--- src/rtl/button_debouncer_pkg.sv ---
// Shared state encoding and counter widths for the button debouncer.
package button_debouncer_pkg;

  localparam int DB_CNT_W   = 16;
  localparam int HOLD_CNT_W = 24;

  typedef enum logic [1:0] {
    ST_IDLE       = 2'd0,
    ST_PRESS_DB   = 2'd1,
    ST_HELD       = 2'd2,
    ST_RELEASE_DB = 2'd3
  } state_t;

endpackage

--- src/rtl/button_debouncer_sync_2ff.sv ---
// Two-flop synchronizer for a single asynchronous input bit.
module sync_2ff #(
  parameter logic RST_VAL = 1'b0
) (
  input  logic clk_i,
  input  logic rst_ni,
  input  logic d_i,
  output logic q_o
);

  logic meta_q;
  logic sync_q;

  // Two-stage capture; both stages park at RST_VAL while reset is low.
  always_ff @(posedge clk_i or negedge rst_ni) begin
    if (!rst_ni) begin
      meta_q <= RST_VAL;
      sync_q <= RST_VAL;
    end else begin
      meta_q <= d_i;
      sync_q <= meta_q;
    end
  end

  assign q_o = sync_q;

endmodule

--- src/rtl/button_debouncer.sv ---
// Button debouncer: synchronizes the pad, debounces press and release,
// and reports press/release/long-press strobes plus a 3-bit press count.
module button_debouncer
  import button_debouncer_pkg::*;
#(
  parameter logic [DB_CNT_W-1:0]   DEBOUNCE_CYCLES   = 16'd50000,
  parameter logic [HOLD_CNT_W-1:0] LONG_PRESS_CYCLES = 24'd12000000,
  parameter logic                  ACTIVE_LOW        = 1'b1
) (
  input  logic       WB_CLK,
  input  logic       WB_RST_N,
  input  logic       btn_raw,
  output logic       btn_level,
  output logic       press_pulse,
  output logic       release_pulse,
  output logic       long_pulse,
  output logic [2:0] press_count
);

  localparam int DBW1 = DB_CNT_W + 1;

  logic pad_sync;
  logic pressed;

  // In reset the synchronizer holds the idle (unpressed) pad level.
  sync_2ff #(
    .RST_VAL (ACTIVE_LOW)
  ) u_sync (
    .clk_i  (WB_CLK),
    .rst_ni (WB_RST_N),
    .d_i    (btn_raw),
    .q_o    (pad_sync)
  );

  assign pressed = ACTIVE_LOW ? ~pad_sync : pad_sync;

  state_t                state_q,  state_d;
  logic [DB_CNT_W-1:0]   db_cnt_q, db_cnt_d;
  logic [HOLD_CNT_W-1:0] hold_q,   hold_d;
  logic                  press_q,  press_d;
  logic                  rel_q,    rel_d;
  logic                  long_q,   long_d;
  logic [2:0]            cnt_q,    cnt_d;
  logic                  db_done;

  // The sample that moved the FSM into a debounce state is the first of the
  // run, so the counter only has to cover the remaining samples. A debounce
  // state always lasts at least one cycle.
  assign db_done = ({1'b0, db_cnt_q} + DBW1'(2)) >= {1'b0, DEBOUNCE_CYCLES};

  // Next-state, counter and strobe logic.
  always_comb begin
    state_d  = state_q;
    db_cnt_d = db_cnt_q;
    hold_d   = hold_q;
    press_d  = 1'b0;
    rel_d    = 1'b0;
    long_d   = 1'b0;
    cnt_d    = cnt_q;

    // Hold time advances in HELD and RELEASE_DB and saturates at the
    // long-press threshold, so the long strobe can only fire once per press.
    if ((state_q == ST_HELD) || (state_q == ST_RELEASE_DB)) begin
      if (hold_q != LONG_PRESS_CYCLES) begin
        hold_d = hold_q + HOLD_CNT_W'(1);
        long_d = ((hold_q + HOLD_CNT_W'(1)) == LONG_PRESS_CYCLES);
      end
    end

    case (state_q)
      ST_IDLE: begin
        db_cnt_d = '0;
        hold_d   = '0;
        if (pressed) state_d = ST_PRESS_DB;
      end
      ST_PRESS_DB: begin
        if (!pressed) begin
          state_d  = ST_IDLE;
          db_cnt_d = '0;
        end else if (db_done) begin
          state_d  = ST_HELD;
          db_cnt_d = '0;
          hold_d   = '0;
          press_d  = 1'b1;
          cnt_d    = cnt_q + 3'd1;
        end else begin
          db_cnt_d = db_cnt_q + DB_CNT_W'(1);
        end
      end
      ST_HELD: begin
        if (!pressed) begin
          state_d  = ST_RELEASE_DB;
          db_cnt_d = '0;
        end
      end
      ST_RELEASE_DB: begin
        if (pressed) begin
          state_d  = ST_HELD;
          db_cnt_d = '0;
        end else if (db_done) begin
          state_d  = ST_IDLE;
          db_cnt_d = '0;
          hold_d   = '0;
          rel_d    = 1'b1;
        end else begin
          db_cnt_d = db_cnt_q + DB_CNT_W'(1);
        end
      end
      default: begin
        state_d  = ST_IDLE;
        db_cnt_d = '0;
        hold_d   = '0;
      end
    endcase
  end

  // State, counters and registered strobes; reset clears everything.
  always_ff @(posedge WB_CLK or negedge WB_RST_N) begin
    if (!WB_RST_N) begin
      state_q  <= ST_IDLE;
      db_cnt_q <= '0;
      hold_q   <= '0;
      press_q  <= 1'b0;
      rel_q    <= 1'b0;
      long_q   <= 1'b0;
      cnt_q    <= '0;
    end else begin
      state_q  <= state_d;
      db_cnt_q <= db_cnt_d;
      hold_q   <= hold_d;
      press_q  <= press_d;
      rel_q    <= rel_d;
      long_q   <= long_d;
      cnt_q    <= cnt_d;
    end
  end

  assign btn_level     = (state_q == ST_HELD) || (state_q == ST_RELEASE_DB);
  assign press_pulse   = press_q;
  assign release_pulse = rel_q;
  assign long_pulse    = long_q;
  assign press_count   = cnt_q;

endmodule
--- config.mk ---
export PLATFORM = sky130hd
export DESIGN_NAME = button_debouncer
export DESIGN_NICKNAME = d
export VERILOG_FILES = /design/src/rtl/button_debouncer_pkg.sv /design/src/rtl/button_debouncer_sync_2ff.sv /design/src/rtl/button_debouncer.sv
export SDC_FILE = /design/constraint.sdc
export NUM_CORES = 1
export LEC_CHECK = 0
export ABC_AREA = 1
export CAP_MARGIN = 20
export CORE_UTILIZATION = 40
export CTS_CLUSTER_DIAMETER = 60
export DETAILED_ROUTE_END_ITERATION = 7
export PLACE_DENSITY_LB_ADDON = 0.1
export SYNTH_ARGS = -nofsm -noshare
export SYNTH_HDL_FRONTEND = slang
export SYNTH_SLANG_ARGS = --single-unit
--- constraint.sdc ---
create_clock -name WB_CLK -period 4.8 [get_ports WB_CLK]
set_clock_uncertainty 0.15 [all_clocks]
set_input_delay 0.96 -clock WB_CLK [delete_from_list [all_inputs] [get_ports WB_CLK]]
set_output_delay 0.96 -clock WB_CLK [all_outputs]
set_load 0.05 [all_outputs]
=== Yosys cells after proc, flatten, opt, wreduce, memory -nomap -nowiden ===
Index checks and enable logic that the tools add are counted.

* Flip-flop bits (word level): 50
* Output and inout port bits: 7

* Order comparisons: 1
* Muxes and demuxes: 25
* Equal/unequal tests: 9
* Add/subtract/negate cells: 4
* Bitwise operators: 1
* Reduce and logical (&&, ||, !) cells: 4

{| class="wikitable"
|+ Operator list
! operator !! count
|-
| $mux W24 || 5
|-
| $pmux W24 S3 || 1
|-
| $mux W16 || 4
|-
| $pmux W16 S4 || 1
|-
| $add A24 B1 Y24 const B || 1
|-
| $eq A24 B24 Y1 const B || 1
|-
| $ne A24 B24 Y1 const B || 1
|-
| $add A16 B2 Y17 const B || 1
|-
| $ge A17 B16 Y1 const B || 1
|-
| $add A16 B1 Y16 const B || 1
|-
| $mux W2 || 6
|-
| $pmux W2 S4 || 1
|-
| $mux W1 || 7
|-
| $eq A2 B2 Y1 const B || 2
|-
| $reduce_and A4 Y1 || 1
|-
| $add A3 B1 Y3 const B || 1
|-
| $ne A3 B2 Y1 const B || 1
|-
| $ne A3 B3 Y1 const B || 1
|-
| $reduce_and A3 Y1 || 1
|-
| $eq A2 B1 Y1 const B || 1
|-
| $logic_not A2 Y1 || 1
|-
| $ne A2 B1 Y1 const B || 1
|-
| $ne A2 B2 Y1 const B || 1
|-
| $logic_or A1 B1 Y1 || 1
|-
| $not A1 Y1 || 1
|}

=== Logic depth before layout (Yosys ltp) ===
Gate-level depths: netlist (run 1).

* Depth after elaboration: 6
* Depth in mapped cells: 15

=== Hierarchy ===
From an unflattened synthesis (run 1), not the netlist that was laid out.

* Cells, all modules: 491
* Area, all modules: 3447.1 um2

{| class="wikitable"
|+ Modules (own cells, without submodules)
! module !! seq. area each (um2) !! area an instance (um2) !! cells each !! instances
|-
| button_debouncer || 1201.2 || 3394.5 || 489 || 1
|-
| sync_2ff || 52.6 || 52.6 || 2 || 1
|}

=== Least setup slack after synthesis (run 1) ===
OpenSTA, ideal clock, no wires.

* Path type: flip-flop to flip-flop
* From: register db_cnt_q[1]
* To: register hold_q[8]
* Stages on the path, launching flop included: 16
* Library setup time: 0.122 ns
* Data required time: 4.528 ns
* Slack: 2.622 ns
* Arrival time: 1.906 ns
* Path buffers: 1
* Cells stage by stage: dfrtp_1 -> ha_1 -> nand3_1 -> inv_1 -> nand2_2 -> nor2_1 -> nand2_1 -> nand2_1 -> or2_1 -> nor2_1 -> nand3_2 -> nand2_4 -> nand2_4 -> nand2_4 -> buf_6 -> nor2_1

* Cells in the longest elaborated chain, start to end: 5
* Elaborated cells between the ends (all ways): 6
* Classes of those cells: 1 x add/sub; 1 x order compare; 4 x mux

{| class="wikitable"
|+ Ends and longest elaborated chain
! what !! line !! RTL
|-
| start, declared || button_debouncer.sv:38 || <nowiki>logic [DB_CNT_W-1:0] db_cnt_q, db_cnt_d;</nowiki>
|-
| start signal, assigned || button_debouncer.sv:129 || <nowiki>db_cnt_q <= db_cnt_d;</nowiki>
|-
| $add A16 B2 Y17 * || button_debouncer.sv:49 || <nowiki>assign db_done = ({1'b0, db_cnt_q} + DBW1'(2)) >= {1'b0, DEBOUNCE_CYCLES};</nowiki>
|-
| $ge A17 B16 Y1 * || button_debouncer.sv:49 ||
|-
| $mux W24 * || button_debouncer.sv:80, button_debouncer.sv:100 ||
|-
| $mux W24 (on tied branches) || button_debouncer.sv:97, button_debouncer.sv:77 ||
|-
| $pmux W24 S3 * || button_debouncer.sv:70 || <nowiki>case (state_q)</nowiki>
|-
| named net hold_d[8] || button_debouncer.sv:39 || <nowiki>logic [HOLD_CNT_W-1:0] hold_q, hold_d;</nowiki>
|-
| end signal, assigned || button_debouncer.sv:130 || <nowiki>hold_q <= hold_d;</nowiki>
|-
| end, declared || button_debouncer.sv:39 ||
|}

Mark *: on every way through the listed nets, which the timed path passes. The rest lies on a longest branch.
A chain may end at the register's enable or synchronous reset.

==> results of run 1 <==
final cells by class:
| type | count | area, um2 | area share |
|---|---|---|---|
| multi-input cells | 379 | 1864 | 0.5106 |
| flip-flops and latches | 50 | 1254 | 0.3434 |
| inverters | 52 | 195.2 | 0.05346 |
| well taps | 105 | 131.4 | 0.03598 |
| repair buffers | 11 | 100.1 | 0.02742 |
| clock buffers | 7 | 76.32 | 0.02090 |
| clock inverters | 1 | 30.03 | 0.008225 |
cell families (layout without fill, tap and decap cells):
kind of cell	after synthesis	in the layout	synth area share
mux	2	2	0.006257
buf+inv	67	71	0.08281
fa+ha+maj	7	7	0.02576
compound gates	38	38	0.05999
simple gates	301	301	0.3765
xor+xnor	31	31	0.07987
flops	50	50	0.3688
stage by stage:
step / hold WS, ns / utilization / setup slack [ns]
3_3_place_gp: 0.1970 / 0.4314 / 1.838
3_5_place_dp: 0.1987 / 0.4314 / 1.824
4_1_cts: 0.2126 / 0.4443 / 1.478
6_report: 0.2125 / 0.4443 / 1.493
2_1_floorplan: 0.1952 / - / 2.622
5_1_grt: 0.2195 / 0.4443 / 1.372
flip-flops by register name (all words and copies together) (netlist names), named ones only:
name,count
u_sync.meta_q,1
db_cnt_q,16
state_q,1
release_pulse,1
hold_q,24
long_pulse,1
press_count,3
press_pulse,1
u_sync.q_o,1
power by group through the flow:
stage                     Sequential, W  Clock [W]  Combinational [W]
after global placement         0.000434          0          0.0000225
after global routing           0.000427   0.000330          0.0000255
after detailed placement       0.000435          0          0.0000227
after CTS                      0.000426   0.000316          0.0000229
final                          0.000426   0.000302          0.0000216
after floorplan                0.000433          0          0.0000128
per-layer routing:
metal	up-vias	share of wire
li1	1542	-
met1	1323	0.47
met2	27	0.49
met3	9	0.022
met4	0	0.014
met5	-	0
worst paths after layout:
check	end	slack, ns	cells after the start
hold reg to reg	u_sync.q_o$_DFF_PN1_	0.21	0
max in group asynchronous	db_cnt_q[0]$_DFFE_PN0P_	3.45	2
setup reg to reg	long_pulse$_DFF_PN0_	2.21	11
min in group asynchronous	hold_q[2]$_DFF_PN0_	0.60	2
setup / recovery	btn_level	1.49	1
hold / removal	u_sync.q_o$_DFF_PN1_	0.21	0
layout by cell type, fill, tap and decap left out, types with 2 or more instances in the layout:
| cell type | synthesis | layout |
|---|---|---|
| sky130_fd_sc_hd__nor3_1 | 11 | 11 |
| sky130_fd_sc_hd__dfrtp_1 | 48 | 48 |
| sky130_fd_sc_hd__dfstp_2 | 2 | 2 |
| sky130_fd_sc_hd__nand2_1 | 162 | 162 |
| sky130_fd_sc_hd__nand4_1 | 12 | 12 |
| sky130_fd_sc_hd__a21boi_0 | 2 | 2 |
| sky130_fd_sc_hd__nand2_2 | 2 | 2 |
| sky130_fd_sc_hd__buf_4 | 1 | 2 |
| sky130_fd_sc_hd__a21oi_1 | 7 | 7 |
| sky130_fd_sc_hd__clkbuf_8 | 0 | 5 |
| sky130_fd_sc_hd__inv_1 | 52 | 52 |
| sky130_fd_sc_hd__nor2_2 | 5 | 5 |
| sky130_fd_sc_hd__nand3_1 | 26 | 26 |
| sky130_fd_sc_hd__xor2_1 | 22 | 22 |
| sky130_fd_sc_hd__nand3b_1 | 2 | 2 |
| sky130_fd_sc_hd__clkdlybuf4s50_1 | 0 | 8 |
| sky130_fd_sc_hd__ha_1 | 7 | 7 |
| sky130_fd_sc_hd__nor2_1 | 71 | 71 |
| sky130_fd_sc_hd__clkbuf_1 | 8 | 2 |
| sky130_fd_sc_hd__o21ai_0 | 26 | 26 |
| sky130_fd_sc_hd__nand2_4 | 3 | 3 |
| sky130_fd_sc_hd__xnor2_1 | 9 | 9 |
==> flow_results.xml, run 1 <==
<?xml version="1.0" encoding="UTF-8"?>
<metrics>
  <group name="final_layout">
    <metric name="nFillCells" unit="">864</metric>
    <metric name="n_antenna_cell" unit="">0</metric>
    <metric name="layout-drive-gt1-share" unit="">0.05200</metric>
    <metric name="number_of_cells_in_the_finished_layout_apart_from_fillers" unit="">605</metric>
    <metric name="post_synthesis_to_final_layout_area_growth" unit="%">7.398</metric>
    <metric name="nets" unit="">509</metric>
    <metric name="final_cell_area" unit="um2">3651</metric>
  </group>
  <group name="placed_design">
    <metric name="placement.cell_area" unit="um2">3545</metric>
    <metric name="place.detailed.hpwl" unit="mm">5.290</metric>
    <metric name="placedCellCount" unit="">597</metric>
    <metric name="globalplace.congestion" unit="">0.9026</metric>
    <metric name="portBuffers" unit="">9</metric>
  </group>
  <group name="floorplan">
    <metric name="rows" unit="">33</metric>
    <metric name="die_h" unit="um">94.19</metric>
    <metric name="io_count" unit="">10</metric>
    <metric name="initial_utilization" unit="">0.4137</metric>
    <metric name="dieWidth" unit="um">94.19</metric>
    <metric name="floorplan.core_area" unit="um2">8217</metric>
    <metric name="fp.dieArea" unit="um2">8872</metric>
  </group>
  <group name="global_route">
    <metric name="grt_use_met3" unit="">0.02670</metric>
    <metric name="use_met2" unit="">0.3104</metric>
    <metric name="pin_count_of_the_biggest_net_entering_global_routing" unit="">51</metric>
    <metric name="grt_pass1_vias" unit="">2660</metric>
    <metric name="total_overflow_reported_by_the_global_router" unit="">0</metric>
    <metric name="gr-usage-all-layers" unit="">0.1768</metric>
    <metric name="first_pass_grt_wire_length" unit="mm">12.36</metric>
    <metric name="grt_util_met1" unit="">0.2223</metric>
    <metric name="grt_antenna_before_repair" unit="">0</metric>
    <metric name="grt.busiest_layer" unit="">met2</metric>
  </group>
  <group name="critical_path">
    <metric name="cp_data_required_time" unit="ns">3.69</metric>
    <metric name="cp.arrival" unit="ns">2.20</metric>
    <metric name="critical_path.reg2reg.startpoint" unit="">hold_q[0]$_DFF_PN0_</metric>
    <metric name="cp_top_family" unit="">buffers and inverters</metric>
    <metric name="crit_path_top_delay_cell" unit="">sky130_fd_sc_hd__clkdlybuf4s50_1</metric>
    <metric name="timing.critical_path.to_type" unit="">output pin</metric>
    <metric name="timing.critical_path.buf_inv" unit="">1</metric>
    <metric name="crit_type" unit="">reg2out</metric>
    <metric name="critical_path.cell_chain" unit="">clkdlybuf4s50_1</metric>
    <metric name="worstSetupStartpointType" unit="">flip-flop</metric>
    <metric name="critPathMaxFanout" unit="">33</metric>
    <metric name="cp_slowest_stage_delay" unit="ns">0.96</metric>
  </group>
  <group name="timing">
    <metric name="final.period_utilization" unit="">0.6890</metric>
    <metric name="slew_violations" unit="">0</metric>
    <metric name="final.setup.tns" unit="ns">0</metric>
    <metric name="fmax" unit="MHz">302.4</metric>
    <metric name="setup_repair_after_global_routing_missed_its_margin" unit="">false</metric>
    <metric name="final-setup-viol-count" unit="">0</metric>
    <metric name="tightest_slew" unit="ns">0.8767</metric>
    <metric name="period_needed" unit="ns">3.307</metric>
    <metric name="worst_slew_margin_relative_to_its_limit" unit="">0.4155</metric>
    <metric name="finalHoldViolCount" unit="">0</metric>
  </group>
  <group name="power_and_ir_drop">
    <metric name="power-per-cell-area" unit="nW/um2">205.4</metric>
    <metric name="p_seq_frac" unit="">0.568</metric>
    <metric name="totalPowerFinal" unit="W">0.0007500</metric>
    <metric name="leakage" unit="nW">1.753</metric>
    <metric name="netSwitchingFraction" unit="">0.2215</metric>
    <metric name="peakVddDrop" unit="V">0.0001118</metric>
    <metric name="power_frac_clock" unit="">0.403</metric>
    <metric name="net-switching-power" unit="W">0.0001661</metric>
    <metric name="power_report.internal_total" unit="W">0.0005839</metric>
    <metric name="comb_power_share" unit="">0.029</metric>
  </group>
  <group name="clock_tree">
    <metric name="h_tree_depth" unit="">2</metric>
    <metric name="cts-root-buf" unit="">sky130_fd_sc_hd__clkbuf_8</metric>
    <metric name="clock_sink_count" unit="">50</metric>
    <metric name="cts_setup_buffers" unit="">0</metric>
    <metric name="clock_tree_from_tritoncts" unit="">yes</metric>
    <metric name="clock_edge_transition_at_the_registers_on_the_reported_setup_and_hold_paths" unit="ns">0.09</metric>
    <metric name="post_cts.resized_instances" unit="">0</metric>
    <metric name="worst_skew_pair.late_latency" unit="ns">0.31</metric>
    <metric name="tritoncts.num_buffers" unit="">5</metric>
    <metric name="clock_tree.buffer_depth" unit="">2</metric>
    <metric name="number_of_hold_buffers_added_after_cts" unit="">0</metric>
  </group>
  <group name="detailed_routing">
    <metric name="drtPass1Iterations" unit="">4</metric>
    <metric name="vias" unit="">2901</metric>
    <metric name="route.detailed.vias_per_inst" unit="">4.795</metric>
    <metric name="ant_nets" unit="">0</metric>
    <metric name="wl" unit="mm">7.303</metric>
    <metric name="drt_drc_violations_left" unit="">0</metric>
    <metric name="drtIter0Drc" unit="">115</metric>
    <metric name="wire_per_inst" unit="um">12.07</metric>
  </group>
  <group name="logic_synthesis">
    <metric name="yosysWarningCount" unit="">0</metric>
    <metric name="synth_seq_area_share" unit="">0.3688</metric>
    <metric name="synth.lib_cells_used.distinct" unit="">35</metric>
    <metric name="async_flop_share" unit="">1.000</metric>
    <metric name="avgSynthCellArea" unit="um2">6.854</metric>
    <metric name="synthMostInstantiatedCell" unit="">sky130_fd_sc_hd__nand2_1</metric>
    <metric name="synth_edf_count" unit="">0</metric>
    <metric name="synth_fp_nets" unit="">506</metric>
    <metric name="synth-seq-cells" unit="">50</metric>
    <metric name="netlist.top_cell.by_area" unit="">sky130_fd_sc_hd__dfrtp_1</metric>
    <metric name="synth.cell_area" unit="um2">3400</metric>
    <metric name="synth_top_cell_area_share" unit="">0.3533</metric>
    <metric name="synth_top_cells_by_count" unit="">sky130_fd_sc_hd__nand2_1 (162), sky130_fd_sc_hd__nor2_1 (71), sky130_fd_sc_hd__inv_1 (52)</metric>
    <metric name="netlist_top_cells_area" unit="">sky130_fd_sc_hd__dfrtp_1 (35%), sky130_fd_sc_hd__nand2_1 (18%), sky130_fd_sc_hd__nor2_1 (7.8%), sky130_fd_sc_hd__inv_1 (5.7%), sky130_fd_sc_hd__xor2_1 (5.7%)</metric>
    <metric name="syn-instance-count" unit="">496</metric>
    <metric name="ys.flop_type" unit="">sky130_fd_sc_hd__dfrtp_1</metric>
  </group>
  <group name="run_status">
    <metric name="status" unit="">complete, no violations</metric>
  </group>
  <group name="worst_hold_path">
    <metric name="worst_hold_startpoint" unit="">u_sync.meta_q$_DFF_PN1_</metric>
    <metric name="type_of_the_worst_min_delay_path" unit="">reg2reg</metric>
  </group>
  <group name="flow_run">
    <metric name="max_cap_violations" unit="">0</metric>
  </group>
</metrics>
No activity file was read; power rests on OpenSTA's default activity.
==> inputs of run 2 (changes only) <==
- clock period: 4.8 -> 3.4 ns (I/O delays scaled with it)
==> run 2 against run 1 <==
  * Register-to-register slack lost 1.4 ns
  * Critical path type is now reg2reg
  * Die area is the same
  * Non-clock buffer count grew 2
  * Sequential power grew 41%
  * Via count grew 1.5%
==> flow_results.xml, run 2 (synthesized netlist as in run 1, its figures left out) <==
<?xml version="1.0" encoding="UTF-8"?>
<metrics>
  <group name="critical_path">
    <metric name="timing.critical_path.to_type" unit="">flip-flop</metric>
    <metric name="critical_path.reg2reg.startpoint" unit="">hold_q[0]$_DFF_PN0_</metric>
    <metric name="reg2reg_depth" unit="">11</metric>
    <metric name="cp_data_required_time" unit="ns">3.51</metric>
    <metric name="crit_path_capture" unit="">long_pulse$_DFF_PN0_</metric>
    <metric name="worstSetupStartpointType" unit="">flip-flop</metric>
    <metric name="terminus_of_the_critical_flop_to_flop_path" unit="">long_pulse$_DFF_PN0_</metric>
    <metric name="critPathMaxFanout" unit="">9</metric>
    <metric name="startpoint" unit="">hold_q[0]$_DFF_PN0_</metric>
    <metric name="crit_type" unit="">reg2reg</metric>
    <metric name="cp.arrival" unit="ns">2.67</metric>
    <metric name="rrSetupSlack" unit="ns">0.84</metric>
  </group>
  <group name="timing">
    <metric name="slew_violations" unit="">0</metric>
    <metric name="setup_repair_after_global_routing_missed_its_margin" unit="">false</metric>
    <metric name="final.setup.tns" unit="ns">0</metric>
    <metric name="period_needed" unit="ns">2.559</metric>
    <metric name="final-setup-viol-count" unit="">0</metric>
    <metric name="finalHoldViolCount" unit="">0</metric>
    <metric name="tightest_slew" unit="ns">0.5057</metric>
    <metric name="fmax" unit="MHz">390.7</metric>
    <metric name="final.period_utilization" unit="">0.7527</metric>
    <metric name="worst_slew_margin_relative_to_its_limit" unit="">0.6618</metric>
  </group>
  <group name="final_layout">
    <metric name="nets" unit="">511</metric>
    <metric name="layout-drive-gt1-share" unit="">0.05976</metric>
    <metric name="largest_reg_flops" unit="">24</metric>
    <metric name="commonest_non_fill_non_tap_cells_in_the_layout" unit="">sky130_fd_sc_hd__nand2_1 (162), sky130_fd_sc_hd__nor2_1 (71), sky130_fd_sc_hd__inv_1 (52), sky130_fd_sc_hd__dfrtp_1 (48)</metric>
    <metric name="max_flop_register" unit="">hold_q</metric>
    <metric name="nFillCells" unit="">853</metric>
    <metric name="post_synthesis_to_final_layout_area_growth" unit="%">7.361</metric>
    <metric name="layout_commonest_cell" unit="">sky130_fd_sc_hd__nand2_1</metric>
    <metric name="multiInputGateArea" unit="um2">1864</metric>
    <metric name="seqCellArea" unit="um2">1254</metric>
    <metric name="final_cell_area" unit="um2">3650</metric>
    <metric name="n_antenna_cell" unit="">0</metric>
  </group>
  <group name="run_status">
    <metric name="status" unit="">complete, no violations</metric>
  </group>
  <group name="detailed_routing">
    <metric name="drt_drc_violations_left" unit="">0</metric>
    <metric name="drtIter0Drc" unit="">92</metric>
    <metric name="vias" unit="">2944</metric>
    <metric name="ant_nets" unit="">0</metric>
    <metric name="drtPass1Iterations" unit="">4</metric>
    <metric name="wl" unit="mm">7.481</metric>
    <metric name="route.detailed.vias_per_inst" unit="">4.850</metric>
    <metric name="wire_per_inst" unit="um">12.32</metric>
  </group>
  <group name="global_route">
    <metric name="grt_antenna_before_repair" unit="">0</metric>
    <metric name="pin_count_of_the_biggest_net_entering_global_routing" unit="">33</metric>
    <metric name="first_pass_grt_wire_length" unit="mm">12.81</metric>
    <metric name="total_overflow_reported_by_the_global_router" unit="">0</metric>
    <metric name="grt_pass1_vias" unit="">2799</metric>
    <metric name="gr-usage-all-layers" unit="">0.1854</metric>
  </group>
  <group name="power_and_ir_drop">
    <metric name="peakVddDrop" unit="V">0.0001283</metric>
    <metric name="power-per-cell-area" unit="nW/um2">274.3</metric>
    <metric name="leakage" unit="nW">1.755</metric>
  </group>
  <group name="clock_tree">
    <metric name="tritoncts.num_buffers" unit="">5</metric>
    <metric name="cts-root-buf" unit="">sky130_fd_sc_hd__clkbuf_8</metric>
    <metric name="clock_tree.buffer_depth" unit="">2</metric>
    <metric name="clock_edge_transition_at_the_registers_on_the_reported_setup_and_hold_paths" unit="ns">0.11</metric>
    <metric name="post_cts.resized_instances" unit="">0</metric>
    <metric name="worst_skew_pair.late_latency" unit="ns">0.32</metric>
    <metric name="clock_sink_count" unit="">50</metric>
    <metric name="number_of_hold_buffers_added_after_cts" unit="">0</metric>
    <metric name="cts_setup_buffers" unit="">0</metric>
    <metric name="clock_tree_from_tritoncts" unit="">yes</metric>
    <metric name="h_tree_depth" unit="">2</metric>
  </group>
  <group name="floorplan">
    <metric name="floorplan.core_area" unit="um2">8217</metric>
    <metric name="die_h" unit="um">94.19</metric>
    <metric name="dieWidth" unit="um">94.19</metric>
    <metric name="initial_utilization" unit="">0.4137</metric>
    <metric name="fp.dieArea" unit="um2">8872</metric>
    <metric name="io_count" unit="">10</metric>
    <metric name="rows" unit="">33</metric>
  </group>
  <group name="placed_design">
    <metric name="portBuffers" unit="">9</metric>
    <metric name="place.detailed.hpwl" unit="mm">5.670</metric>
    <metric name="placement.cell_area" unit="um2">3560</metric>
    <metric name="globalplace.congestion" unit="">0.8852</metric>
  </group>
  <group name="worst_hold_path">
    <metric name="type_of_the_worst_min_delay_path" unit="">in2async</metric>
  </group>
  <group name="flow_run">
    <metric name="max_cap_violations" unit="">0</metric>
  </group>
</metrics>
[run 2: changes by cell type in the layout (fill, tap and decap cells not counted)]
cell / change
sky130_fd_sc_hd__clkinvlp_4: +1
sky130_fd_sc_hd__clkinv_2: +1
sky130_fd_sc_hd__bufinv_16: -1
sky130_fd_sc_hd__buf_4: +2
sky130_fd_sc_hd__clkbuf_1: -2
sky130_fd_sc_hd__clkinv_4: +1
[run 2: where the power goes]
group	total, W	internal (W)	leakage, nW	switching, W
sequential	0.000602	0.000598	0.689	0.00000413
clock	0.000368	0.000145	0.0441	0.000222
combinational	0.0000314	0.00000678	1.02	0.0000247
[run 2: metrics by stage]
step                      utilization  setup WS (ns)  total power [W]  cells  hold slack (ns)
after floorplan                     -          1.222        0.0006293    496           0.1952
after global placement         0.4332         0.9434        0.0006462    599           0.1965
after detailed placement       0.4332         0.8631        0.0006469    599           0.1979
after CTS                      0.4442         0.8425         0.001022    607           0.1419
after global routing           0.4442         0.5819         0.001050    607           0.1601
final                          0.4442         0.8408         0.001001    607           0.1363
[run 2: metal layers]
layer  GRT usage  part of all wire  vias to the layer above
li1            -                 -                     1557
met1      0.2294              0.47                     1353
met2      0.3309              0.51                       27
met3     0.02751             0.019                        7
met4     0.05128            0.0087                        0
met5           0                 0                        -
[run 2: cell type report]
type	instances	share of cell area
Inverter	52	0.05348
Clock inverter	3	0.005828
Clock buffer	5	0.01885
Timing Repair Buffer	13	0.03154
Sequential cell	50	0.3435
Multi-Input combinational cell	379	0.5108
Tap cell	105	0.03600
[run 2: worst min-delay path by stage]
stage                                  from                    to  slack [ns]  cells past startpoint
floorplan           u_sync.meta_q$_DFF_PN1_  u_sync.q_o$_DFF_PN1_        0.20                      0
global placement    u_sync.meta_q$_DFF_PN1_  u_sync.q_o$_DFF_PN1_        0.20                      0
detailed placement  u_sync.meta_q$_DFF_PN1_  u_sync.q_o$_DFF_PN1_        0.20                      0
CTS                                WB_RST_N   hold_q[3]$_DFF_PN0_        0.14                      1
global route                       WB_RST_N   hold_q[3]$_DFF_PN0_        0.16                      1
finish                             WB_RST_N   hold_q[3]$_DFF_PN0_        0.14                      1
[run 2: worst max-delay path, stage by stage, from the launching register on]
cell and delay (ns):
sky130_fd_sc_hd__dfrtp_1 0.54, sky130_fd_sc_hd__ha_1 0.32, sky130_fd_sc_hd__nand2_1 0.11, sky130_fd_sc_hd__nor2_1 0.30, sky130_fd_sc_hd__nand3_1 0.16, sky130_fd_sc_hd__nor2_1 0.20
sky130_fd_sc_hd__nand2_1 0.09, sky130_fd_sc_hd__xnor2_1 0.18, sky130_fd_sc_hd__nand2_1 0.08, sky130_fd_sc_hd__nor3_1 0.19, sky130_fd_sc_hd__nand3_1 0.09, sky130_fd_sc_hd__nor2_1 0.10
==> inputs of run 3 (changes only) <==
- clock period: 3.4 -> 2.25 ns (I/O delays scaled with it)
==> run 3 against run 2 <==
  * Register-to-register slack worse by 0.75 ns
  * Total power up 49%
  * Die area stayed put
  * Fmax up 18%
  * Largest cell class unchanged
  * Hold slack improved by 0.079 ns
  * Critical path depth up 2
  * Highest routed layer unchanged
  * Sequential power grew 51%
  * Non-clock buffer count rose by 36
  * Wire length is 4.4% higher
  * Sequential cell count did not move
  * Critical path type unchanged
==> flow_results.xml, run 3 (synthesized netlist as in run 1, its figures left out) <==
<?xml version="1.0" encoding="UTF-8"?>
<metrics>
  <group name="clock_tree">
    <metric name="clock_edge_transition_at_the_registers_on_the_reported_setup_and_hold_paths" unit="ns">0.10</metric>
    <metric name="cts-root-buf" unit="">sky130_fd_sc_hd__clkbuf_8</metric>
    <metric name="clock_tree_from_tritoncts" unit="">yes</metric>
    <metric name="worst_skew_pair.late_latency" unit="ns">0.31</metric>
    <metric name="h_tree_depth" unit="">2</metric>
    <metric name="clock_sink_count" unit="">50</metric>
    <metric name="tritoncts.num_buffers" unit="">5</metric>
    <metric name="clock_tree.buffer_depth" unit="">2</metric>
  </group>
  <group name="critical_path">
    <metric name="cp_data_required_time" unit="ns">2.29</metric>
    <metric name="rrSetupSlack" unit="ns">0.09</metric>
    <metric name="worstSetupStartpointType" unit="">flip-flop</metric>
    <metric name="cp_top_family" unit="">simple AND/OR/NAND/NOR gates</metric>
    <metric name="crit_path_top_delay_cell" unit="">sky130_fd_sc_hd__dfrtp_1</metric>
    <metric name="timing.critical_path.buf_inv" unit="">1</metric>
    <metric name="crit_path_capture" unit="">hold_q[7]$_DFF_PN0_</metric>
    <metric name="crit_type" unit="">reg2reg</metric>
    <metric name="terminus_of_the_critical_flop_to_flop_path" unit="">hold_q[7]$_DFF_PN0_</metric>
    <metric name="critical_path.cell_chain" unit="">ha_2 &gt; nand3_2 &gt; inv_2 &gt; nand2_4 &gt; o21ai_2 &gt; nand2_1 &gt; or2_1 &gt; nor2_1 &gt; nand3_2 &gt; nand2_4 &gt; nand2_4 &gt; nand2_8 &gt; nor2_1</metric>
    <metric name="timing.critical_path.to_type" unit="">flip-flop</metric>
    <metric name="reg2reg_depth" unit="">13</metric>
    <metric name="cp_slowest_stage_delay" unit="ns">0.40</metric>
    <metric name="startpoint" unit="">db_cnt_q[2]$_DFFE_PN0P_</metric>
    <metric name="critical_path_depth" unit="">13</metric>
    <metric name="critical-path-top-cell-by-count" unit="">sky130_fd_sc_hd__nand2_4</metric>
    <metric name="critical_path.reg2reg.startpoint" unit="">db_cnt_q[2]$_DFFE_PN0P_</metric>
    <metric name="critPathMaxFanout" unit="">12</metric>
    <metric name="cp.arrival" unit="ns">2.20</metric>
  </group>
  <group name="power_and_ir_drop">
    <metric name="peakVddDrop" unit="V">0.0002213</metric>
    <metric name="power-per-cell-area" unit="nW/um2">369.0</metric>
    <metric name="leakage" unit="nW">1.974</metric>
  </group>
  <group name="timing">
    <metric name="tightest_slew" unit="ns">0.4915</metric>
    <metric name="period_needed" unit="ns">2.164</metric>
    <metric name="fmax" unit="MHz">462.1</metric>
    <metric name="finalHoldViolCount" unit="">0</metric>
    <metric name="final.period_utilization" unit="">0.9617</metric>
    <metric name="slew_violations" unit="">0</metric>
    <metric name="worst_slew_margin_relative_to_its_limit" unit="">0.6713</metric>
    <metric name="setup_repair_after_global_routing_missed_its_margin" unit="">true</metric>
    <metric name="final-setup-viol-count" unit="">0</metric>
    <metric name="timing.final.ws_setup" unit="ns">0.08614</metric>
  </group>
  <group name="placed_design">
    <metric name="portBuffers" unit="">9</metric>
    <metric name="place.detailed.hpwl" unit="mm">5.742</metric>
    <metric name="globalplace.congestion" unit="">0.8843</metric>
    <metric name="preCtsSetupSlack" unit="ns">-0.02853</metric>
    <metric name="placedCellCount" unit="">629</metric>
  </group>
  <group name="floorplan">
    <metric name="initial_utilization" unit="">0.4137</metric>
    <metric name="dieWidth" unit="um">94.19</metric>
    <metric name="floorplan.core_area" unit="um2">8217</metric>
    <metric name="rows" unit="">33</metric>
    <metric name="fp.dieArea" unit="um2">8872</metric>
    <metric name="io_count" unit="">10</metric>
    <metric name="die_h" unit="um">94.19</metric>
  </group>
  <group name="final_layout">
    <metric name="n_antenna_cell" unit="">0</metric>
    <metric name="nets" unit="">548</metric>
    <metric name="layout_commonest_cell" unit="">sky130_fd_sc_hd__nand2_1</metric>
    <metric name="largest_reg_flops" unit="">24</metric>
    <metric name="number_of_cells_in_the_finished_layout_apart_from_fillers" unit="">644</metric>
    <metric name="layout-drive-gt1-share" unit="">0.1521</metric>
    <metric name="post_synthesis_to_final_layout_area_growth" unit="%">19.25</metric>
    <metric name="max_flop_register" unit="">hold_q</metric>
    <metric name="commonest_non_fill_non_tap_cells_in_the_layout" unit="">sky130_fd_sc_hd__nand2_1 (161), sky130_fd_sc_hd__nor2_1 (66), sky130_fd_sc_hd__inv_1 (51), sky130_fd_sc_hd__dfrtp_1 (46), sky130_fd_sc_hd__buf_4 (35)</metric>
  </group>
  <group name="global_route">
    <metric name="gr-usage-all-layers" unit="">0.1944</metric>
    <metric name="first_pass_grt_wire_length" unit="mm">13.61</metric>
    <metric name="grt_antenna_before_repair" unit="">0</metric>
    <metric name="total_overflow_reported_by_the_global_router" unit="">0</metric>
    <metric name="grt_pass1_vias" unit="">2957</metric>
    <metric name="pin_count_of_the_biggest_net_entering_global_routing" unit="">51</metric>
  </group>
  <group name="flow_run">
    <metric name="max_cap_violations" unit="">0</metric>
  </group>
  <group name="detailed_routing">
    <metric name="wire_per_inst" unit="um">12.12</metric>
    <metric name="drtPass1Iterations" unit="">4</metric>
    <metric name="drtIter0Drc" unit="">104</metric>
    <metric name="wl" unit="mm">7.808</metric>
    <metric name="vias" unit="">3088</metric>
    <metric name="route.detailed.vias_per_inst" unit="">4.795</metric>
    <metric name="drt_drc_violations_left" unit="">0</metric>
    <metric name="ant_nets" unit="">0</metric>
  </group>
  <group name="run_status">
    <metric name="status" unit="">complete, no violations</metric>
  </group>
  <group name="worst_hold_path">
    <metric name="type_of_the_worst_min_delay_path" unit="">reg2reg</metric>
  </group>
</metrics>
==> run 3: cell count changes in the layout (fill, tap and decap cells not counted), moves of 3 or more <==
| cell | delta |
|---|---|
| sky130_fd_sc_hd__buf_4 | +31 |
| sky130_fd_sc_hd__nor2_1 | -5 |
| sky130_fd_sc_hd__buf_6 | +3 |
| sky130_fd_sc_hd__nand3_1 | -3 |
| sky130_fd_sc_hd__nor2_2 | +3 |
| sky130_fd_sc_hd__nor3_1 | -3 |
| sky130_fd_sc_hd__nor3_2 | +3 |
==> run 3: how the worst min path moves through the flow <==
stage               cells past startpoint                     from  slack [ns]                    to
CTS                                     0  u_sync.meta_q$_DFF_PN1_        0.21  u_sync.q_o$_DFF_PN1_
global route                            0  u_sync.meta_q$_DFF_PN1_        0.22  u_sync.q_o$_DFF_PN1_
floorplan                               0                 WB_RST_N       0.004             async pin
global placement                        0  u_sync.meta_q$_DFF_PN1_        0.20  u_sync.q_o$_DFF_PN1_
detailed placement                      0  u_sync.meta_q$_DFF_PN1_        0.20  u_sync.q_o$_DFF_PN1_
finish                                  0  u_sync.meta_q$_DFF_PN1_        0.21  u_sync.q_o$_DFF_PN1_
==> run 3: cell type report <==
class	instances	area, um2
Tap cell	105	131.4
Clock inverter	2	13.76
Multi-Input combinational cell	380	1963
Timing Repair Buffer	49	421.7
Inverter	52	195.2
Sequential cell	50	1256
Clock buffer	6	72.57
Fill cell	827	4163
==> run 3: metal layers <==
layer / GRT usage / up-vias / share of wire
li1: - / 1624 / -
met1: 0.2487 / 1429 / 0.47
met2: 0.3364 / 25 / 0.50
met3: 0.02994 / 10 / 0.015
met4: 0.05385 / 0 / 0.016
met5: 0 / - / 0
==> run 3: stage by stage <==
step	total power, W	TNS (ns)	util	hold WS (ns)	cell area, um2
2_1_floorplan	0.0009510	0	-	0.004409	3400
3_3_place_gp	0.0009795	-0.09972	0.4634	0.1977	3807
3_5_place_dp	0.0009793	-0.3918	0.4634	0.1993	3807
4_1_cts	0.001521	0	0.4780	0.2139	3928
5_1_grt	0.001569	-1.186	0.4934	0.2174	4054
6_report	0.001496	0	0.4934	0.2148	4054
==> run 3: what timing repair did <==
| action | CTS | global route |
|---|---|---|
| endpoints found under the setup margin | 30 | 46 |
| cloned | 0 | 1 |
| resized for setup | 1 | 24 |
| pin swaps | 1 | 8 |
| hold endpoints to repair | 48 | 0 |
| hold buffers | 1 | 0 |
| buffers inserted | 2 | 3 |
==> run 3: where the power goes <==
| part | total, W | switching (W) | leakage (nW) | internal [W] |
|---|---|---|---|---|
| Sequential | 0.000907 | 0.00000417 | 0.686 | 0.000903 |
| Clock | 0.000527 | 0.000304 | 0.0456 | 0.000222 |
| Combinational | 0.0000624 | 0.0000442 | 1.24 | 0.0000182 |
| Total | 0.00150 | 0.000353 | 1.97 | 0.00114 |
